### config.mk
export PLATFORM = sky130hd
export DESIGN_NAME = divider
export DESIGN_NICKNAME = d
export VERILOG_FILES = /design/src/rtl/divider_pkg.sv /design/src/rtl/divider_step.sv /design/src/rtl/divider.sv
export SDC_FILE = /design/constraint.sdc
export NUM_CORES = 1
export LEC_CHECK = 0
export CAP_MARGIN = 5
export CELL_PAD_IN_SITES_DETAIL_PLACEMENT = 0
export CELL_PAD_IN_SITES_GLOBAL_PLACEMENT = 1
export CORE_UTILIZATION = 44
export DETAILED_ROUTE_END_ITERATION = 7
export HOLD_SLACK_MARGIN = 0.06
export PLACE_DENSITY_LB_ADDON = 0.15
export SETUP_SLACK_MARGIN = 0.4
export SLEW_MARGIN = 20
export SYNTH_ARGS = -nofsm -noshare
export SYNTH_HDL_FRONTEND = slang
export SYNTH_HIERARCHICAL = 1
export SYNTH_SLANG_ARGS = --single-unit
### constraint.sdc
create_clock -name clock -period 4.57 [get_ports clock]
set_input_delay 0.457 -clock clock [delete_from_list [all_inputs] [get_ports clock]]
set_output_delay 0.457 -clock clock [all_outputs]
set_load 0.02 [all_outputs]
### src/rtl/divider_pkg.sv
// Shared constants and state encoding for the iterative DIV/DIVU unit.
package divider_pkg;

   localparam int DIV_WIDTH      = 32;
   localparam int DIV_ITERATIONS = DIV_WIDTH;   // one quotient bit per clock

   localparam logic [DIV_WIDTH-1:0] DIV_BY_ZERO_QUOTIENT = 32'hFFFFFFFF;

   typedef enum logic [1:0] {
      DIV_IDLE    = 2'd0,
      DIV_BY_ZERO = 2'd1,
      DIV_RUN     = 2'd2,
      DIV_DONE    = 2'd3
   } div_state_t;

endpackage

### src/rtl/divider_step.sv
// One restoring-division iteration: shift in the next dividend bit, try to
// subtract the divisor, keep the difference if it did not go negative.
module divider_step #(
   parameter int WIDTH = 32
) (
   input  logic [WIDTH:0]   rem,
   input  logic             next_bit,
   input  logic [WIDTH-1:0] divisor,
   output logic [WIDTH:0]   rem_next,
   output logic             q_bit
);

   logic [WIDTH:0]   shifted;
   logic [WIDTH+1:0] diff;
   logic             unused_rem_msb;

   // The partial remainder is always below the divisor, so its top bit is
   // zero on entry and is dropped by the shift.
   assign unused_rem_msb = rem[WIDTH];

   // Trial subtraction; the extra top bit of diff is the borrow.
   always_comb begin
      shifted  = {rem[WIDTH-1:0], next_bit};
      diff     = {1'b0, shifted} - {2'b00, divisor};
      q_bit    = ~diff[WIDTH+1];
      rem_next = q_bit ? diff[WIDTH:0] : shifted;
   end

endmodule

### src/rtl/divider.sv
// Iterative 32-bit signed/unsigned restoring divider for DIV/DIVU.
// result = {remainder, quotient}; execute stalls on stall_request until done.
module divider
   import divider_pkg::*;
#(
   parameter int WIDTH = DIV_WIDTH
) (
   input  logic               clock,
   input  logic               reset,
   input  logic               start,
   input  logic               annul,
   input  logic               signed_div,
   input  logic [WIDTH-1:0]   operand_a,
   input  logic [WIDTH-1:0]   operand_b,
   output logic [2*WIDTH-1:0] result,
   output logic               done,
   output logic               stall_request
);

   localparam int             CW   = $clog2(WIDTH);
   localparam logic [CW-1:0]  LAST = CW'(WIDTH - 1);

   div_state_t       state;
   logic [CW-1:0]    counter;
   logic [WIDTH-1:0] dvd;      // dividend shifts out MSB-first, quotient shifts in
   logic [WIDTH-1:0] dvs;
   logic [WIDTH:0]   rem;
   logic [WIDTH:0]   rem_next;
   logic             q_bit;
   logic             neg_q;
   logic             neg_r;
   logic [WIDTH-1:0] a_abs;
   logic [WIDTH-1:0] b_abs;
   logic [WIDTH-1:0] q_final;
   logic [WIDTH-1:0] r_final;
   logic             unused_rem_next_msb;

   divider_step #(.WIDTH(WIDTH)) u_step (
      .rem      (rem),
      .next_bit (dvd[WIDTH-1]),
      .divisor  (dvs),
      .rem_next (rem_next),
      .q_bit    (q_bit)
   );

   // Operand magnitudes (only for DIV) and the values the last iteration yields.
   always_comb begin
      a_abs   = (signed_div & operand_a[WIDTH-1]) ? -operand_a : operand_a;
      b_abs   = (signed_div & operand_b[WIDTH-1]) ? -operand_b : operand_b;
      q_final = {dvd[WIDTH-2:0], q_bit};
      r_final = rem_next[WIDTH-1:0];
   end

   assign unused_rem_next_msb = rem_next[WIDTH];

   // Execute holds while an op is in flight or is being accepted this cycle.
   assign stall_request = (state == DIV_RUN) | (state == DIV_BY_ZERO) |
                          ((state == DIV_IDLE) & start & ~annul);

   // Control FSM with datapath registers; annul drops any op without touching result.
   always_ff @(posedge clock or negedge reset) begin
      if (!reset) begin
         state   <= DIV_IDLE;
         counter <= '0;
         dvd     <= '0;
         dvs     <= '0;
         rem     <= '0;
         neg_q   <= 1'b0;
         neg_r   <= 1'b0;
         result  <= '0;
         done    <= 1'b0;
      end else begin
         case (state)
            DIV_IDLE: begin
               if (start && !annul) begin
                  neg_q   <= signed_div & (operand_a[WIDTH-1] ^ operand_b[WIDTH-1]);
                  neg_r   <= signed_div & operand_a[WIDTH-1];
                  dvs     <= b_abs;
                  rem     <= '0;
                  counter <= '0;
                  if (operand_b == '0) begin
                     // Raw dividend is returned as the remainder on divide-by-zero.
                     dvd   <= operand_a;
                     state <= DIV_BY_ZERO;
                  end else begin
                     dvd   <= a_abs;
                     state <= DIV_RUN;
                  end
               end
            end
            DIV_BY_ZERO: begin
               if (annul) begin
                  state <= DIV_IDLE;
               end else begin
                  result <= {dvd, WIDTH'(DIV_BY_ZERO_QUOTIENT)};
                  done   <= 1'b1;
                  state  <= DIV_DONE;
               end
            end
            DIV_RUN: begin
               if (annul) begin
                  state <= DIV_IDLE;
               end else begin
                  rem     <= rem_next;
                  dvd     <= q_final;
                  counter <= counter + CW'(1);
                  if (counter == LAST) begin
                     // Remainder follows the dividend's sign; MIN/-1 wraps silently.
                     result <= {(neg_r ? -r_final : r_final),
                                (neg_q ? -q_final : q_final)};
                     done   <= 1'b1;
                     state  <= DIV_DONE;
                  end
               end
            end
            DIV_DONE: begin
               if (annul || !start) begin
                  done  <= 1'b0;
                  state <= DIV_IDLE;
               end
            end
            default: state <= DIV_IDLE;
         endcase
      end
   end

endmodule

==> results by group <==
STA
  – RSZ-0062 raised after global routing: yes
  – Setup TNS Final: 0 ps
  – Clk_skew: 13.52 ps
  – Slew @ Worst Pin: 986.7 ps
  – Final Max Slew Viols: 0
  – Setup Viol. Count Final: 0
  – Final min period: 4184 ps
  – Period utilization: 91.56%
  – Final hold violation count: 0
  – Maximum achievable frequency: 239.0 MHz
  – Worst slew margin: 34.06%

Flow run
  – Max cap viols: 0

Routing
  – First drt pass iteration count: 6
  – Routed WL: 41.31 mm
  – Highest metal used: met4
  – Met2 Wirelength: 17.89 mm
  – Met3 WL: 2.971 mm
  – Routed WL per cell: 19.72 um
  – M1 WL: 19.60 mm
  – DR DRC count: 0
  – Drt initial violations: 1046
  – Post-DRT Antenna Nets: 0
  – Vias per inst: 5.891
  – Routed vias: 12340

GRT
  – Vias in the first global route: 11230
  – Pin count of the biggest net entering global routing: 88
  – Initial antenna violation count: 0
  – First-pass GRT wire length: 63.71 mm
  – Grt ovf: 0
  – Total Routing Usage GR: 28.32%

Placement
  – Port-buffer cells: 134
  – Final GP Congestion: 0.9362
  – DPL Wire Length: 29.33 mm

Finish
  – Layout cells sized above 1: 13.63%
  – Final nets: 1817
  – Ant. Diodes: 0
  – Area delta synth->final: 25.34%

Clocking
  – Root buf cell: clkbuf_16
  – Clock sink count: 170
  – CTS Buffer Depth: 2
  – # hold bufs at CTS: 0
  – CTS tree: done
  – Worst-Skew Late Latency: 450 ps
  – CTS H-tree lvls: 4
  – Number of CTS-inserted buffers: 17
  – CTS clock-pin slew for the worst setup and hold paths: 80 ps

Setup path
  – CP Max Fanout: 6
  – Worst Path Required: 4860 ps
  – Register-to-Register Path Depth: 15
  – Arrival time worst endpoint: 4480 ps
  – Crit end category: flip-flop
  – Startpoint Class: flip-flop
  – Setup Crit Path Kind: flip-flop to flip-flop

Floorplanning
  – Die H: 171.2 um
  – Initial core utilization: 45.09%
  – Die area: 29300 um2
  – Row cnt: 61
  – I/O Pins: 135
  – Die Width: 171.2 um
  – Core Box Area: 27930 um2

Logic synthesis
  – Syn Std Cell Area: 12590 um2
  – Mapped Nets: 1670
  – Number of synthesis warnings: 6
  – Cells after synthesis: 1557
  – Avg Cell Area, Syn: 8.089 um2

Hold path
  – Hold Crit Class: input pin to async pin

Outcome
  – Status: finished clean
## sequential cells by signal (all words and copies together), names as in the netlist
name / count
result: 64
dvd: 32
dvs: 32
rem: 32
counter: 5
state: 2
done: 1
neg_q: 1
neg_r: 1
## through the flow
stage	cells	util, %	hold WS [ps]	setup WS, ps	cell area (um2)
after global placement	2034	51.84	457.2	135.1	14480
after CTS	2081	55.16	106.7	388.7	15410
after detailed placement	2034	51.84	469.7	31.80	14480
after global routing	2095	56.51	117.9	288.7	15790
after floorplan	1557	-	161.4	492.0	12590
final	2095	56.51	46.45	385.9	15790
## layout by cell type, fill, tap and decap left out, types with 12 or more instances in the layout
| cell | instances |
|---|---|
| o221ai_1 | 12 |
| buf_4 | 92 |
| xnor2_1 | 47 |
| clkbuf_16 | 17 |
| nand4_1 | 20 |
| inv_1 | 56 |
| nand3_1 | 55 |
| xor2_1 | 56 |
| and2_1 | 27 |
| nor3_1 | 36 |
| o21ai_1 | 17 |
| a21oi_1 | 77 |
| or4_1 | 31 |
| a31oi_1 | 29 |
| dfrtp_1 | 168 |
| ha_1 | 31 |
| o31ai_1 | 19 |
| nor2_1 | 98 |
| nand2_1 | 230 |
| o21ai_0 | 121 |
| nor4_1 | 16 |
| mux2i_1 | 32 |
| clkdlybuf4s50_1 | 133 |
| and3_1 | 31 |
| or3_1 | 15 |
## final timing paths
check	startpoint	to	slack, ps
max	rem[17]	result[58]	390
min	reset	result[10]	50
max reg2reg	rem[17]	result[58]	390
min reg2reg	dvs[6]	dvs[6]	480
max in group asynchronous	reset	dvs[10]	3550
min in group clock	dvs[6]	dvs[6]	480
## repair_timing
action / 4_1_cts / 5_1_grt
buffers inserted: 11 / 13
gates cloned: 4 / 1
setup endpoints to repair: 24 / 40
resized for setup: 32 / 54
pin swaps: 15 / 24
## final cells by class
| class | count | area [um2] |
|---|---|---|
| fillers | 2623 | 12150 |
| multi-input cells | 1225 | 8117 |
| flip-flops and latches | 170 | 4257 |
| repair buffers | 230 | 2113 |
| well taps | 378 | 473.0 |
| clock buffers | 17 | 425.4 |
| inverters | 60 | 225.2 |
| clock inverters | 15 | 176.4 |
## worst max-delay path, stage by stage, from the launching register on
cell and delay (ps):
dfrtp_1 410, ha_2 400, nand3_4 110, o211ai_1 240, nor2_1 130, o31ai_4 340, o21bai_4 140, a31o_4 320
buf_4 170, nand2_1 60, o21ai_0 100, or3_4 420, or4_4 550, o41ai_4 340, xor2_1 170, o221ai_1 130
## per-layer routing
metal / track usage, % / up-vias
li1: - / 5931
met1: 42.73 / 5902
met2: 41.22 / 457
met3: 4.809 / 52
met4: 7.764 / 0
met5: 0 / -
Power is not shown: default switching activity piles up to over one toggle a cycle in this logic, so the estimate is an artifact.
==> edit 1 (same settings) <==
Set the package constant `DIV_WIDTH` to 64 (it was 32).
--- a/src/rtl/divider_pkg.sv
+++ b/src/rtl/divider_pkg.sv
@@ -3,3 +3,3 @@
 
-   localparam int DIV_WIDTH      = 32;
+   localparam int DIV_WIDTH      = 64;
    localparam int DIV_ITERATIONS = DIV_WIDTH;   // one quotient bit per clock
Interface: changed (resized operand_a, operand_b and result); port bits go from 135 to 263. No check against the original RTL was run, so the function may have changed too.
==> edit 1 against the original RTL <==
- the run now ends with setup timing left
- synthesized cell count up 91%
- worst setup slack worse by 0.73 ns
- maximum frequency down 15%
- wire length up 110%
- synthesized area up 92%
- hold slack better by 0.41 ns
- final area up 120%
- sequential cell count up 161
- critical endpoint is now result[119]
- non-clock buffer count up 551
- via count up 99%
- die area up 91%
- cell count up 110%
Power is left out: the tool's default activity adds up to more than one toggle a clock period on the data nets, which glitch-free logic cannot reach.
==> edit 1: results (changes against the original RTL) <==
The flow ran to the end, but the final reports show violations. The checks that failed: setup timing. The data arrival time at the worst-slack endpoint is 5.35 ns (+0.87 ns). The final RePlAce weighted congestion came to 0.926 (-1.1%). The clock-pin slew reported for the worst setup and hold paths after clock tree synthesis came out at 0.06 ns (-0.02 ns). The smallest setup slack after layout came out at -0.344 ns (-0.730 ns).

The number of H-tree branching levels was 2 (-2). The total area of sequential cells is 0.00829 mm^2 (+95%). The number of global-route vias before repair is 23915 (+110%). The met1 wire length was 41.2 mm (+110%). The met2 track utilization from global routing came out at 48.0% (+6.8 points). The met3 capacity usage during global routing is 3.49% (-1.3 points). The multi-input logic area is 0.0168 mm^2 (+110%). The number of sequential cells in the layout is 331 (+95%). The layout cell share with drive strength beyond 1 is 26.2% (+13 points).

The sum of negative setup slack came out at -5.55 ns (-5.55 ns). The clock skew after layout is 0.0231 ns (+0.00963 ns). The cell total after placement came out at 4179 (+110%). The slew at the pin with the worst max-slew slack is 1.04 ns (+0.0496 ns).

The post-synth net total is 3178 (+90%). The number of flip-flops in the largest register was 128 (+100%). The HPWL reported at the end of detailed placement came out at 65.8 mm (+120%). The count of endpoints failing setup in the final report came to 51 (+51).

Broken down by cell family, the worst path's largest delay share belongs to simple AND/OR/NAND/NOR gates. The number of non-filler instances in the completed layout came to 4319 (+110%). The total vias in the final route is 24565 (+99%).

The maximum fanout encountered on the critical timing path came out at 8 (+2). The routed length on met2 is 39.2 mm (+120%). The multi-input gate count was 2331 (+90%).

The pin count of the biggest net entering global routing came out at 119 (+35%). The non-clock inverter instance count of the final layout is 110 (+83%). The number of cells produced by synthesis is 2970 (+91%).

The worst setup slack before clock tree synthesis is -0.747 ns (-0.779 ns). The worst reg2reg path startpoint is rem[0]. The maximum number of buffers from clock root to sink is 3 (+1). The number of clock buffers in the layout is 58 (+41). The first-pass GRT wire length is 136 mm (+110%). The proportion of final cell area spent on non-clock buffers was 19.9% (+6.5 points). In this run the worst setup path terminates at result[119]. The final critical-path share of the clock period came out at 108% (+16 points). The net total in the final layout came out at 3803 (+110%). The final hold slack came to 0.456 ns (+0.410 ns). The routed wirelength normalized by instance count came to 20.2 um (+2.6%).
==> edit 1: cell types whose count changed in the layout (fill, tap and decap cells not counted), moves of 38 or more <==
cell / delta
sky130_fd_sc_hd__a21oi_1: +115
sky130_fd_sc_hd__buf_4: +361
sky130_fd_sc_hd__buf_6: +51
sky130_fd_sc_hd__clkdlybuf4s50_1: +128
sky130_fd_sc_hd__dfrtp_1: +157
sky130_fd_sc_hd__inv_1: +44
sky130_fd_sc_hd__nand2_1: +161
sky130_fd_sc_hd__nand3_1: +48
sky130_fd_sc_hd__nor2_1: +97
sky130_fd_sc_hd__nor3_1: +38
sky130_fd_sc_hd__o21ai_0: +86
sky130_fd_sc_hd__o22ai_1: +53
sky130_fd_sc_hd__xnor2_1: +75
sky130_fd_sc_hd__xor2_1: +99
==> edit 1: timing repair <==
item,in CTS,in global routing
gates resized for setup,331,87
hold endpoints to repair,79,0
endpoints found under the setup margin,112,117
pin swaps,203,115
hold buffers,1,0
buffers inserted,56,12
==> edit 2 (config.mk and constraints unchanged) <==
Without the edit above. Make the reset (`reset`) synchronous in one clocked block.
--- a/src/rtl/divider.sv
+++ b/src/rtl/divider.sv
@@ -60,3 +60,3 @@
    // Control FSM with datapath registers; annul drops any op without touching result.
-   always_ff @(posedge clock or negedge reset) begin
+   always_ff @(posedge clock) begin
       if (!reset) begin
Function: differs if reset is asserted again (counterexample within 4 cycles, from zero or initial values and one cycle with reset low); with reset held inactive, the same outputs for 4 cycles.
==> edit 2 against the original RTL <==
- wire length grew 10%
- sequential cell count stayed put
- count of clock-buffer cells in the layout up 1
- final area decreased by 0.94%
- via count is 8.9% higher
- synthesized area is 0.99% lower
- worst setup slack worse by 0.052 ns
==> edit 2: results (changes against the original RTL) <==
The data arrival time at the worst-slack endpoint is 4.55 ns (+0.07 ns). The met3 capacity usage during global routing is 4.40% (-0.41 points). The number of design-rule violations left by the first detailed-router iteration came to 1326 (+27%). The layout cell share with drive strength beyond 1 came out at 14.6% (+1.0 points).

The iteration count of the initial detailed-routing pass was 7 (+1). The total vias in the final route came out at 13439 (+8.9%). The met2 track utilization from global routing came to 46.2% (+5.0 points).

The number of cells produced by synthesis came out at 1665 (+6.9%). The HPWL reported at the end of detailed placement came to 32.6 mm (+11%). The number of flip-flops in the largest register is 64 (unchanged). The met1 global-route usage is 46.1% (+3.4 points). The net total in the final layout is 1906 (+4.9%).

The worst setup slack before clock tree synthesis came out at 0.127 ns (+0.0953 ns). The cell total after placement came out at 2108 (+3.6%). The number of global-route vias before repair came out at 12106 (+7.8%).

The pin count of the biggest net entering global routing came out at 75 (-15%). The final RePlAce weighted congestion came out at 0.922 (-1.6%). The per-cell via count in the routed design is 6.15 (+4.5%). The post-synth net total is 1778 (+6.5%). The clock skew after layout is 0.0200 ns (+0.00647 ns). The first-pass GRT wire length is 69.7 mm (+9.5%). The run finished with clean final reports.

The stage delay of the slowest cell on the critical path was 0.50 ns (-0.05 ns). The final-layout fill cell count is 2664 (+1.6%). The slew at the pin with the worst max-slew slack came out at 1.07 ns (+0.0856 ns). In this run the worst hold path is classified as reg -> reg. The aggregate global-route resource usage was 31.1% (+2.8 points). The final hold violation count is 0 (unchanged). The routed wirelength normalized by instance count is 20.8 um (+5.6%).
==> edit 2: worst paths after layout <==
path | startpoint | end | slack [ns] | cells after the start
setup / recovery | dvs[1] | result[58] | 0.33 | 18
hold / removal | result[41] | result[41] | 0.46 | 2
setup reg to reg | dvs[1] | result[58] | 0.33 | 18
hold reg to reg | result[41] | result[41] | 0.46 | 2
==> edit 2: worst max-delay path, delay by kind of cell (launching register included) <==
kind                     cells  cell delay (ns)
XOR/XNOR                     1             0.18
buffers and inverters        4             0.44
AND/OR/NAND/NOR              3             1.14
AO/OA/AOI/OAI                7             1.28
adder cells (fa/ha/maj)      2             0.40
multiplexers                 1             0.34
flip-flops                   1             0.33
==> edit 2: per-layer routing <==
layer	share of wire, %	vias up
li1	-	6432
met1	46	6397
met2	43	545
met3	8.2	65
met4	2.3	0
met5	0	-
==> edit 2: repair_timing <==
item	in CTS	in global routing
gates cloned	2	0
gates resized for setup	58	42
endpoints found under the setup margin	21	24
pin swaps	32	47
buffers inserted	21	21
==> edit 2: stage by stage <==
| step | instance area, um^2 | total power [mW] | hold slack, ns |
|---|---|---|---|
| 5_1_grt | 15600 | 8.45 | 0.483 |
| 4_1_cts | 15300 | 7.71 | 0.456 |
| 3_3_place_gp | 14200 | 5.86 | 0.442 |
| 2_1_floorplan | 12500 | 4.56 | 0.432 |
| 3_5_place_dp | 14200 | 5.88 | 0.445 |
| 6_report | 15600 | 8.03 | 0.457 |
==> edit 2: cell type report <==
class                      instances  share of cell area, %
timing repair buffer             244                   13.9
clock buffer                      18                   2.74
inverter                          59                   1.45
antenna                            1                 0.0160
sequential                       170                   21.9
multi-input combinational       1301                   55.9
clock inverter                    13                   1.04
tap                              378                   3.02
